==> config.mk <==
export PLATFORM = sky130hd
export DESIGN_NAME = wb_grf
export DESIGN_NICKNAME = d
export VERILOG_FILES = /design/src/rtl/mips_pkg.sv /design/src/rtl/wb_ldext.sv /design/src/rtl/wb_grf.sv
export SDC_FILE = /design/constraint.sdc
export NUM_CORES = 2
export LEC_CHECK = 0
export CORE_UTILIZATION = 66
export CTS_CLUSTER_DIAMETER = 100
export DETAILED_ROUTE_END_ITERATION = 10
export PLACE_DENSITY_LB_ADDON = 0.2
export SYNTH_ARGS = -nofsm -noshare
export SYNTH_HDL_FRONTEND = slang
export SYNTH_SLANG_ARGS = --single-unit
==> constraint.sdc <==
create_clock -name wb_grf_clk_W_i -period 13.96 [get_ports wb_grf_clk_W_i]
set_input_delay 2.792 -clock wb_grf_clk_W_i [delete_from_list [all_inputs] [get_ports wb_grf_clk_W_i]]
set_output_delay 2.792 -clock wb_grf_clk_W_i [all_outputs]
set_load 0.05 [all_outputs]
==> src/rtl/mips_pkg.sv <==
// Shared MIPS constants for the write-back stage: widths, opcode/funct codes
// and the load/write-data selector types.
package mips_pkg;

  localparam int unsigned DW   = 32;
  localparam int unsigned AW   = 5;
  localparam int unsigned NREG = 32;

  localparam logic [AW-1:0] REG_RA = 5'd31;

  localparam logic [5:0] OP_RTYPE = 6'h00;
  localparam logic [5:0] OP_J     = 6'h02;
  localparam logic [5:0] OP_JAL   = 6'h03;
  localparam logic [5:0] OP_BEQ   = 6'h04;
  localparam logic [5:0] OP_BNE   = 6'h05;
  localparam logic [5:0] OP_ADDI  = 6'h08;
  localparam logic [5:0] OP_ADDIU = 6'h09;
  localparam logic [5:0] OP_SLTI  = 6'h0a;
  localparam logic [5:0] OP_SLTIU = 6'h0b;
  localparam logic [5:0] OP_ANDI  = 6'h0c;
  localparam logic [5:0] OP_ORI   = 6'h0d;
  localparam logic [5:0] OP_XORI  = 6'h0e;
  localparam logic [5:0] OP_LUI   = 6'h0f;
  localparam logic [5:0] OP_LB    = 6'h20;
  localparam logic [5:0] OP_LH    = 6'h21;
  localparam logic [5:0] OP_LW    = 6'h23;
  localparam logic [5:0] OP_LBU   = 6'h24;
  localparam logic [5:0] OP_LHU   = 6'h25;
  localparam logic [5:0] OP_SB    = 6'h28;
  localparam logic [5:0] OP_SH    = 6'h29;
  localparam logic [5:0] OP_SW    = 6'h2b;

  localparam logic [5:0] FN_SLL   = 6'h00;
  localparam logic [5:0] FN_SRL   = 6'h02;
  localparam logic [5:0] FN_SRA   = 6'h03;
  localparam logic [5:0] FN_SLLV  = 6'h04;
  localparam logic [5:0] FN_SRLV  = 6'h06;
  localparam logic [5:0] FN_SRAV  = 6'h07;
  localparam logic [5:0] FN_JR    = 6'h08;
  localparam logic [5:0] FN_JALR  = 6'h09;
  localparam logic [5:0] FN_MULT  = 6'h18;
  localparam logic [5:0] FN_DIV   = 6'h1a;
  localparam logic [5:0] FN_ADD   = 6'h20;
  localparam logic [5:0] FN_ADDU  = 6'h21;
  localparam logic [5:0] FN_SUB   = 6'h22;
  localparam logic [5:0] FN_SUBU  = 6'h23;
  localparam logic [5:0] FN_AND   = 6'h24;
  localparam logic [5:0] FN_OR    = 6'h25;
  localparam logic [5:0] FN_XOR   = 6'h26;
  localparam logic [5:0] FN_NOR   = 6'h27;
  localparam logic [5:0] FN_SLT   = 6'h2a;
  localparam logic [5:0] FN_SLTU  = 6'h2b;

  typedef enum logic [2:0] {
    LdWord,
    LdByte,
    LdByteU,
    LdHalf,
    LdHalfU
  } ld_type_e;

  typedef enum logic [1:0] {
    SelAlo,
    SelMem,
    SelLink
  } wd_sel_e;

endpackage

==> src/rtl/wb_ldext.sv <==
// Combinational load extender: picks the addressed byte/half of the aligned
// DM word and sign- or zero-extends it to 32 bits.
module wb_ldext
  import mips_pkg::*;
(
  input  logic [DW-1:0] dmd_i,
  input  logic [1:0]    addr_lo_i,
  input  ld_type_e      ld_type_i,
  output logic [DW-1:0] data_o
);

  logic [7:0]  byte_sel;
  logic [15:0] half_sel;

  always_comb begin
    unique case (addr_lo_i)
      2'd0:    byte_sel = dmd_i[7:0];
      2'd1:    byte_sel = dmd_i[15:8];
      2'd2:    byte_sel = dmd_i[23:16];
      default: byte_sel = dmd_i[31:24];
    endcase
  end

  // Misaligned half loads ignore addr bit 0 rather than trapping.
  assign half_sel = addr_lo_i[1] ? dmd_i[31:16] : dmd_i[15:0];

  always_comb begin
    unique case (ld_type_i)
      LdByte:  data_o = {{24{byte_sel[7]}}, byte_sel};
      LdByteU: data_o = {24'h0, byte_sel};
      LdHalf:  data_o = {{16{half_sel[15]}}, half_sel};
      LdHalfU: data_o = {16'h0, half_sel};
      default: data_o = dmd_i;
    endcase
  end

endmodule

==> src/rtl/wb_grf.sv <==
// W-stage write-back decode plus the 32x32 GRF with write-through read bypass.
// Optional WB_GRF_TRACE_EN macro enables a simulation-only write trace.
module wb_grf
  import mips_pkg::*;
(
  input  logic          wb_grf_clk_W_i,
  input  logic          wb_grf_rst_W_i,
  input  logic [31:0]   wb_grf_str_W_i,
  input  logic [31:0]   wb_grf_pc4_W_i,
  input  logic [31:0]   wb_grf_alo_W_i,
  input  logic [31:0]   wb_grf_dmd_W_i,
  input  logic [AW-1:0] wb_grf_ra1_D_i,
  input  logic [AW-1:0] wb_grf_ra2_D_i,
  output logic [DW-1:0] wb_grf_rd1_D_o,
  output logic [DW-1:0] wb_grf_rd2_D_o,
  output logic          wb_grf_we_W_o,
  output logic [AW-1:0] wb_grf_wa_W_o,
  output logic [DW-1:0] wb_grf_wd_W_o
);

  logic [5:0]    op, fn;
  logic [AW-1:0] rt, rd;
  logic [4:0]    unused_rs_shamt;

  assign op = wb_grf_str_W_i[31:26];
  assign fn = wb_grf_str_W_i[5:0];
  assign rt = wb_grf_str_W_i[20:16];
  assign rd = wb_grf_str_W_i[15:11];
  assign unused_rs_shamt = wb_grf_str_W_i[25:21] ^ wb_grf_str_W_i[10:6];

  logic          wr;
  logic [AW-1:0] wa;
  wd_sel_e       sel;
  ld_type_e      ld;

  always_comb begin
    wr  = 1'b0;
    wa  = rt;
    sel = SelAlo;
    ld  = LdWord;
    case (op)
      OP_RTYPE: begin
        wa = rd;
        case (fn)
          FN_SLL, FN_SRL, FN_SRA, FN_SLLV, FN_SRLV, FN_SRAV,
          FN_ADD, FN_ADDU, FN_SUB, FN_SUBU, FN_AND, FN_OR,
          FN_XOR, FN_NOR, FN_SLT, FN_SLTU: wr = 1'b1;
          FN_JALR: begin
            wr  = 1'b1;
            sel = SelLink;
          end
          default: wr = 1'b0;
        endcase
      end
      OP_ADDI, OP_ADDIU, OP_SLTI, OP_SLTIU,
      OP_ANDI, OP_ORI, OP_XORI, OP_LUI: wr = 1'b1;
      OP_LW:  begin wr = 1'b1; sel = SelMem; ld = LdWord;  end
      OP_LB:  begin wr = 1'b1; sel = SelMem; ld = LdByte;  end
      OP_LBU: begin wr = 1'b1; sel = SelMem; ld = LdByteU; end
      OP_LH:  begin wr = 1'b1; sel = SelMem; ld = LdHalf;  end
      OP_LHU: begin wr = 1'b1; sel = SelMem; ld = LdHalfU; end
      OP_JAL: begin
        wr  = 1'b1;
        wa  = REG_RA;
        sel = SelLink;
      end
      default: wr = 1'b0;
    endcase
  end

  logic [DW-1:0] ld_data;

  wb_ldext u_ldext (
    .dmd_i     (wb_grf_dmd_W_i),
    .addr_lo_i (wb_grf_alo_W_i[1:0]),
    .ld_type_i (ld),
    .data_o    (ld_data)
  );

  logic [DW-1:0] wd;
  logic          we;

  always_comb begin
    unique case (sel)
      SelMem:  wd = ld_data;
      SelLink: wd = wb_grf_pc4_W_i + 32'd4;
      default: wd = wb_grf_alo_W_i;
    endcase
  end

  assign we            = wr && (wa != '0);
  assign wb_grf_we_W_o = we;
  assign wb_grf_wa_W_o = wa;
  assign wb_grf_wd_W_o = wd;

  logic [DW-1:0] regs_q [NREG];

  always_ff @(posedge wb_grf_clk_W_i) begin
    if (wb_grf_rst_W_i) begin
      for (int i = 0; i < NREG; i++) begin
        regs_q[i] <= '0;
      end
    end else if (we) begin
      regs_q[wa] <= wd;
    end
  end

  // $0 is forced to zero here so a corrupted entry can never leak out.
  always_comb begin
    if (wb_grf_ra1_D_i == '0) begin
      wb_grf_rd1_D_o = '0;
    end else if (we && (wa == wb_grf_ra1_D_i)) begin
      wb_grf_rd1_D_o = wd;
    end else begin
      wb_grf_rd1_D_o = regs_q[wb_grf_ra1_D_i];
    end
  end

  always_comb begin
    if (wb_grf_ra2_D_i == '0) begin
      wb_grf_rd2_D_o = '0;
    end else if (we && (wa == wb_grf_ra2_D_i)) begin
      wb_grf_rd2_D_o = wd;
    end else begin
      wb_grf_rd2_D_o = regs_q[wb_grf_ra2_D_i];
    end
  end

`ifdef WB_GRF_TRACE_EN
  always_ff @(posedge wb_grf_clk_W_i) begin
    if (we && !wb_grf_rst_W_i) begin
      $display("@%h: $%d <= %h", wb_grf_pc4_W_i - 32'd4, wa, wd);
    end
  end
`endif

endmodule

### Word-level counts from Yosys, hierarchy flattened

Memory sizes are Yosys's and may differ from the RTL's.
Cells that the tools add are included.

* output and inout bits: 102
* input bits: 140
* bits in writable memories: 1024
* memories kept: 1
* register bits: 0
* logic and storage cells: 77

Memory list
* regs_q: depth 32, bits a word 32, rd ports 2, clocked after memory_dff 0, write ports 32, RTL line wb_grf.sv:96 `logic [DW-1:0] regs_q [NREG];`

* equality and inequality tests: 40
* reductions and logical operators: 13
* add/subtract/negate cells: 1
* mux-type cells: 22

Operators with widths (count)
* $mux W32: 5
* $pmux W32 S4: 1
* $eq A6 B6 Y1 const B: 15
* $pmux W32 S2: 1
* $eq A6 B4 Y1 const B: 9
* $add A32 B3 Y32 const B: 1
* $reduce_or A32 Y1: 1
* $pmux W8 S3: 1
* $eq A6 B2 Y1 const B: 3
* $eq A6 B3 Y1 const B: 3
* $reduce_or A17 Y1: 1
* $mux W16: 1
* $reduce_or A14 Y1: 1
* $logic_not A6 Y1: 2
* $pmux W3 S4: 1
* $eq A5 B5 Y1: 2
* $logic_not A5 Y1: 2
* $pmux W5 S2: 1
* $mux W1: 7
* $eq A3 B2 Y1 const B: 2
* $pmux W2 S3: 1
* $mux W5: 1
* $reduce_bool A5 Y1: 1
* $reduce_or A5 Y1: 1
* other kinds (8): 12

### Logic depth before layout (Yosys ltp)

* depth in word-level cells: 10
* gate-level depth with buffers: 15
* gate-level depth less buffers: 12

### Modules after synthesis

Synthesis repeated with hierarchy kept, for this count alone.

* cell total of the unflattened synthesis: 4507
* area total of the unflattened synthesis: 56207.7 sq um

By module, submodules not included
* wb_grf: area each 54931.4 sq um, cells an instance 4325, instances 1, seq. area each 30749.5 sq um
* wb_ldext: area each 1276.2 sq um, cells an instance 182, instances 1, seq. area each 0.0 sq um

### Worst setup path after synthesis

Ideal clock, no wire load.

* path type: input to output
* start: input wb_grf_str_W_i[26]
* end: output wb_grf_rd2_D_o[17]
* arrival time: 6.554 ns
* required time: 11.168 ns
* buffers on the path: 5
* slack: 4.614 ns
* cell stages on the path: 15
* cell sequence: clkbuf_1 > clkbuf_1 > clkbuf_1 > nand2_1 > o31ai_1 > nand2_1 > ha_1 > clkbuf_1 > clkinv_1 > nand2_1 > clkbuf_1 > o221a_2 > inv_1 > nor2_1 > a211oi_1

* word-level cells in the longest chain between the ends: 7
* elaborated cells between the ends (all ways): 35
* classes of those cells: eq/ne (21); mux (8); reduce/logical (6)

RTL lines
* start: declaration: RTL line wb_grf.sv:8 `input logic [31:0] wb_grf_str_W_i,`
* $eq A6 B6 Y1: RTL line wb_grf.sv:41 `case (op)`
* $pmux W3 S4 / $reduce_or A5 Y1 (equally long branches)
* $eq A3 B3 Y1, or another cell as far along: RTL line wb_ldext.sv:28 `unique case (ld_type_i)`
* $pmux W32 S4, or another cell as far along: RTL line wb_ldext.sv:28
* $pmux W32 S2 (*): RTL line wb_grf.sv:84 `unique case (sel)`
* net wb_grf_wd_W_o[17]: RTL line wb_grf.sv:18 `output logic [DW-1:0] wb_grf_wd_W_o`
* $mux W32 (*): RTL line wb_grf.sv:122 `end else if (we && (wa == wb_grf_ra2_D_i)) begin`
* $mux W32 (*): RTL line wb_grf.sv:120 `if (wb_grf_ra2_D_i == '0) begin`
* end: declaration: RTL line wb_grf.sv:15 `output logic [DW-1:0] wb_grf_rd2_D_o,`

The timed path passes the listed nets; every way through them passes the cells marked *.

### Final worst setup path

* start: input wb_grf_str_W_i[27]
* end: output wb_grf_rd1_D_o[11]

* word-level cells in the longest chain between the ends: 7
* elaborated cells between the ends (all ways): 35
* classes of those cells: eq/ne (21); mux (8); reduce/logical (6)

RTL lines
* $eq A6 B6 Y1, or another cell as far along: RTL line wb_grf.sv:41
* $pmux W3 S4, or another cell as far along: RTL line wb_grf.sv:41
* $eq A3 B3 Y1, or another cell as far along: RTL line wb_ldext.sv:28
* $pmux W32 S4, or another cell as far along: RTL line wb_ldext.sv:28
* $pmux W32 S2 / $logic_and A1 B1 Y1 (equally long branches): RTL line wb_grf.sv:84, wb_grf.sv:112
* $mux W32 (*): RTL line wb_grf.sv:112 `end else if (we && (wa == wb_grf_ra1_D_i)) begin`
* $mux W32 (*): RTL line wb_grf.sv:110 `if (wb_grf_ra1_D_i == '0) begin`
* end: declaration: RTL line wb_grf.sv:14 `output logic [DW-1:0] wb_grf_rd1_D_o,`

Mark *: on every way between the ends. The rest lies on a longest branch, timed or not.

==> metrics.log <==
[metrics] area of the core region: 82200 sq um
[metrics] max FFs per register: 1024
[metrics] Clk pwr share: 35.6%
[metrics] fin util: 75.3%
[metrics] number of synthesized flops with an enable pin: 1024
[metrics] Relative slew margins: 12.7%
[metrics] commonest non-fill, non-tap cell in the layout: sky130_fd_sc_hd__nor2_1
[metrics] Iter 0 DRT Violations: 7046
[metrics] post-route minimum period: 11.74 ns
[metrics] Routed WL per cell: 36.9 um
[metrics] clock root buffer: sky130_fd_sc_hd__clkbuf_16
[metrics] setup repair after global routing missed its margin: no
[metrics] total routed wire length on the met1 layer: 58500 um
[metrics] number of gates given a new drive strength after cts: 0
[metrics] final setup violation count: 0
[metrics] largest stage delay on the critical path: 1.08 ns
[metrics] power density normalized to cell area: 123 nW/um^2
[metrics] Reg with most FFs: regs_q
[metrics] footprint of the flip-flops and latches: 30700 sq um
[metrics] uppermost layer routed: met5
[metrics] relative area change from synthesis to final layout: 12.8%
[metrics] fmax: 85.2 MHz
[metrics] Yosys warning total: 0
[metrics] critical path cell sequence: clkdlybuf4s50_1 -> or2_2 -> o31ai_1 -> nand2_1 -> ha_2 -> clkinv_1 -> nand2_1 -> nor2_1 -> a222oi_1 -> buf_4 -> a211oi_1 -> clkdlybuf4s50_1
[metrics] total of fill cells in the finished design: 4773
[metrics] Critical Path Source Type: primary input
[metrics] clock transition at the registers of the reported paths: 0.06 ns
[metrics] switching share of power: 27.1%
[metrics] global route overflow: 0
[metrics] path category of the worst min-delay check: primary input to flip-flop
[metrics] start point of the worst hold path: wb_grf_rst_W_i
[metrics] critical path data required time: 11.17 ns
[metrics] endpoint type of the worst setup path: output port
[metrics] Hold Path Depth: 1
[metrics] switching power total: 2.07 mW
[metrics] final-layout setup total negative slack: 0 ns
[metrics] starting utilization of the core area: 66.7%
[metrics] vias per inst: 7.74
[metrics] die area: 84300 sq um
[metrics] number of flip-flops and latches in the synthesized netlist: 1024
[metrics] Worst-Margin Slew: 1.31 ns
[metrics] Post-layout nets: 4061
[metrics] # Post-CTS Setup Buffers: 0
[metrics] wire length on met2: 81700 um
[metrics] share of cells above drive strength 1: 25.4%
[metrics] share of the yosys chip area belonging to registers: 56.0%
[metrics] Hold Path Sink: regs_q[0][31]
[metrics] slowest CP cell: sky130_fd_sc_hd__nor2_1
[metrics] maximum vdd ir drop: 0.160 mV
[metrics] routability cong.: 0.991
[metrics] Post-Syn Instances: 3827
[metrics] final routed DRC violation total: 0
[metrics] max-slew violation total from the final report: 0
[metrics] run status: completed
[metrics] flip-flop cell with the highest count after synthesis: sky130_fd_sc_hd__edfxtp_1
[metrics] Leak: 20.9 nW
[metrics] die boundary height: 290 um
[metrics] crit share post-route: 84.1%
[metrics] cell area after synthesis: 54900 sq um
[metrics] count of clock tree sinks: 1024
[metrics] commonest non-fill, non-tap cells in the layout: sky130_fd_sc_hd__nor2_1, sky130_fd_sc_hd__edfxtp_1, sky130_fd_sc_hd__mux4_2, sky130_fd_sc_hd__clkdlybuf4s50_1, sky130_fd_sc_hd__buf_4
[metrics] WL met3: 33300 um
[metrics] placed wire-length estimate: 109000 um
[metrics] share of flip-flops with an asynchronous set or reset after synthesis: 0%
[metrics] antenna violations before repair: 3
[metrics] Maximum Capacitance Violations: 0
[metrics] via total after detailed routing: 39200
[metrics] largest net degree at the start of global routing: 125
[metrics] number of distinct standard cells referenced by the synthesized netlist: 65
[metrics] synthesized area divided by synthesized cell count: 14.3 sq um
[metrics] Inserted Clock Buffers: 102
[metrics] part of the power in combinational logic: 16.8%
[metrics] remaining number of nets flagged by the antenna check after routing: 0
[metrics] Sequential Power Share: 47.6%
[metrics] first-pass GRT wire length: 266000 um
[metrics] count of standard-cell rows: 105
[metrics] final-report hold violation count: 0
[metrics] internal portion of total power: 5.57 mW
[metrics] Detailed Routing Iterations Pass 1: 8
[metrics] TritonCTS clock tree: done
[metrics] largest registers: regs_q: 1024 flops
[metrics] number of levels the H-tree was split into: 3
[metrics] classification of the worst setup path: primary input to output port
[metrics] x dimension of the die: 290 um
[metrics] combined global-route utilization of all metal layers: 44.7%
[metrics] area of combinational cells with multiple inputs: 23000 sq um
[metrics] number of hold buffers added after cts: 0
[metrics] Port Buffer Count: 231
[metrics] critical path fanouts, max: 34
[metrics] final WL: 187000 um
[metrics] number of buffers on the longest clock path: 3
[metrics] vias in the first global route: 38900
[metrics] IO Pins: 242
[metrics] arrival time reported for the critical path endpoint: 8.95 ns
[synthesized netlist by cell type (5+ instances only)]
library cell               count  share of area, %
sky130_fd_sc_hd__clkbuf_1    332               2.3
sky130_fd_sc_hd__nand3_1      29              0.26
sky130_fd_sc_hd__nor2b_1      27              0.31
sky130_fd_sc_hd__inv_1        51              0.35
sky130_fd_sc_hd__nand2b_1     35              0.40
sky130_fd_sc_hd__and2_1       28              0.32
sky130_fd_sc_hd__nor2_1     1050               7.2
sky130_fd_sc_hd__a221oi_1     20              0.32
sky130_fd_sc_hd__xor2_1       15              0.24
sky130_fd_sc_hd__o21a_1        8              0.11
sky130_fd_sc_hd__nor3_1       21              0.19
sky130_fd_sc_hd__mux4_2      620                25
sky130_fd_sc_hd__buf_2        21              0.19
sky130_fd_sc_hd__o22ai_1      11              0.13
sky130_fd_sc_hd__o21ai_0      42              0.38
sky130_fd_sc_hd__a211oi_2     14              0.32
sky130_fd_sc_hd__or4_1         5             0.068
sky130_fd_sc_hd__edfxtp_1   1024                56
sky130_fd_sc_hd__o221a_2       6              0.12
sky130_fd_sc_hd__nand4_1      15              0.17
sky130_fd_sc_hd__a21oi_1      38              0.35
sky130_fd_sc_hd__buf_1        48              0.33
sky130_fd_sc_hd__and2_0       14              0.16
sky130_fd_sc_hd__xnor2_1      15              0.24
sky130_fd_sc_hd__and3_1        6             0.068
sky130_fd_sc_hd__a211oi_1     82               1.1
sky130_fd_sc_hd__a31oi_1      23              0.26
sky130_fd_sc_hd__mux2i_1      40              0.73
sky130_fd_sc_hd__nand2_1     108              0.74
sky130_fd_sc_hd__or3_1        15              0.17
sky130_fd_sc_hd__o221ai_1      7              0.11
[per-layer routing]
layer / global-route usage (%) / vias up
met1: 60.2 / 19200
met3: 14.8 / 782
li1: - / 14900
met4: 26.7 / 8
met2: 64.4 / 4286
met5: 0 / -
[critical path: cells and delay by family]
family	cells	cell delay (ns)
adders and majority gates	1	0.35
AOI/OAI and AO/OA	3	1.44
buffers and inverters	4	2.13
and+or+nand+nor	4	2.19
[how the worst max path moves through the flow]
stage                                   from            endpoint  slack [ns]  cells after the start
after global placement    wb_grf_str_W_i[27]  wb_grf_rd1_D_o[11]        2.50                     12
after detailed placement  wb_grf_str_W_i[27]  wb_grf_rd1_D_o[11]        2.45                     12
final                     wb_grf_str_W_i[27]  wb_grf_rd1_D_o[11]        2.22                     12
after floorplan           wb_grf_str_W_i[26]  wb_grf_rd2_D_o[17]        4.61                     15
after CTS                 wb_grf_str_W_i[27]  wb_grf_rd1_D_o[11]        2.41                     12
after global routing      wb_grf_str_W_i[27]  wb_grf_rd1_D_o[11]        2.13                     12
[area by class of cell]
class | instances | share of cell area [%]
Antenna cell | 1 | 0.00404
Multi-Input combinational cell | 2374 | 37.2
Tap cell | 1070 | 2.16
Inverter | 56 | 0.352
Sequential cell | 1024 | 49.7
Timing Repair Buffer | 360 | 5.36
Clock inverter | 61 | 0.926
Clock buffer | 125 | 4.30
[metrics by stage]
stage / setup WS, ns / cells / instance area [sq um] / power (mW) / hold WS (ns)
5_1_grt: 2.13 / 5070 / 61900 / 7.76 / 2.67
3_5_place_dp: 2.45 / 4884 / 58700 / 4.93 / 3.35
3_3_place_gp: 2.50 / 4884 / 58700 / 4.90 / 3.37
6_report: 2.22 / 5071 / 61900 / 7.64 / 2.71
2_1_floorplan: 4.61 / 3858 / 55000 / 4.45 / 3.13
4_1_cts: 2.41 / 5070 / 61900 / 7.59 / 2.65
[logic make-up (layout without fill, tap and decap cells)]
group	count (synthesis)	in the layout	synth area share [%]
flip-flops	1024	1024	56.0
buffers and inverters	460	602	3.23
other	1	33	0.00683
AND/OR/NAND/NOR	1369	1369	10.3
multiplexers	661	661	26.2
AO/OA/AOI/OAI	279	279	3.69
adder cells (fa/ha/maj)	3	3	0.0684
XOR/XNOR	30	30	0.479
[power by group through the flow]
stage               sequential [mW]  combinational, mW  clock [mW]
floorplan                      3.66              0.797           0
CTS                            3.63               1.25        2.71
global placement               3.67               1.23           0
global route                   3.65               1.30        2.81
detailed placement             3.69               1.24           0
finish                         3.64               1.28        2.72
Note: power is estimated with default switching activity, not from simulation.
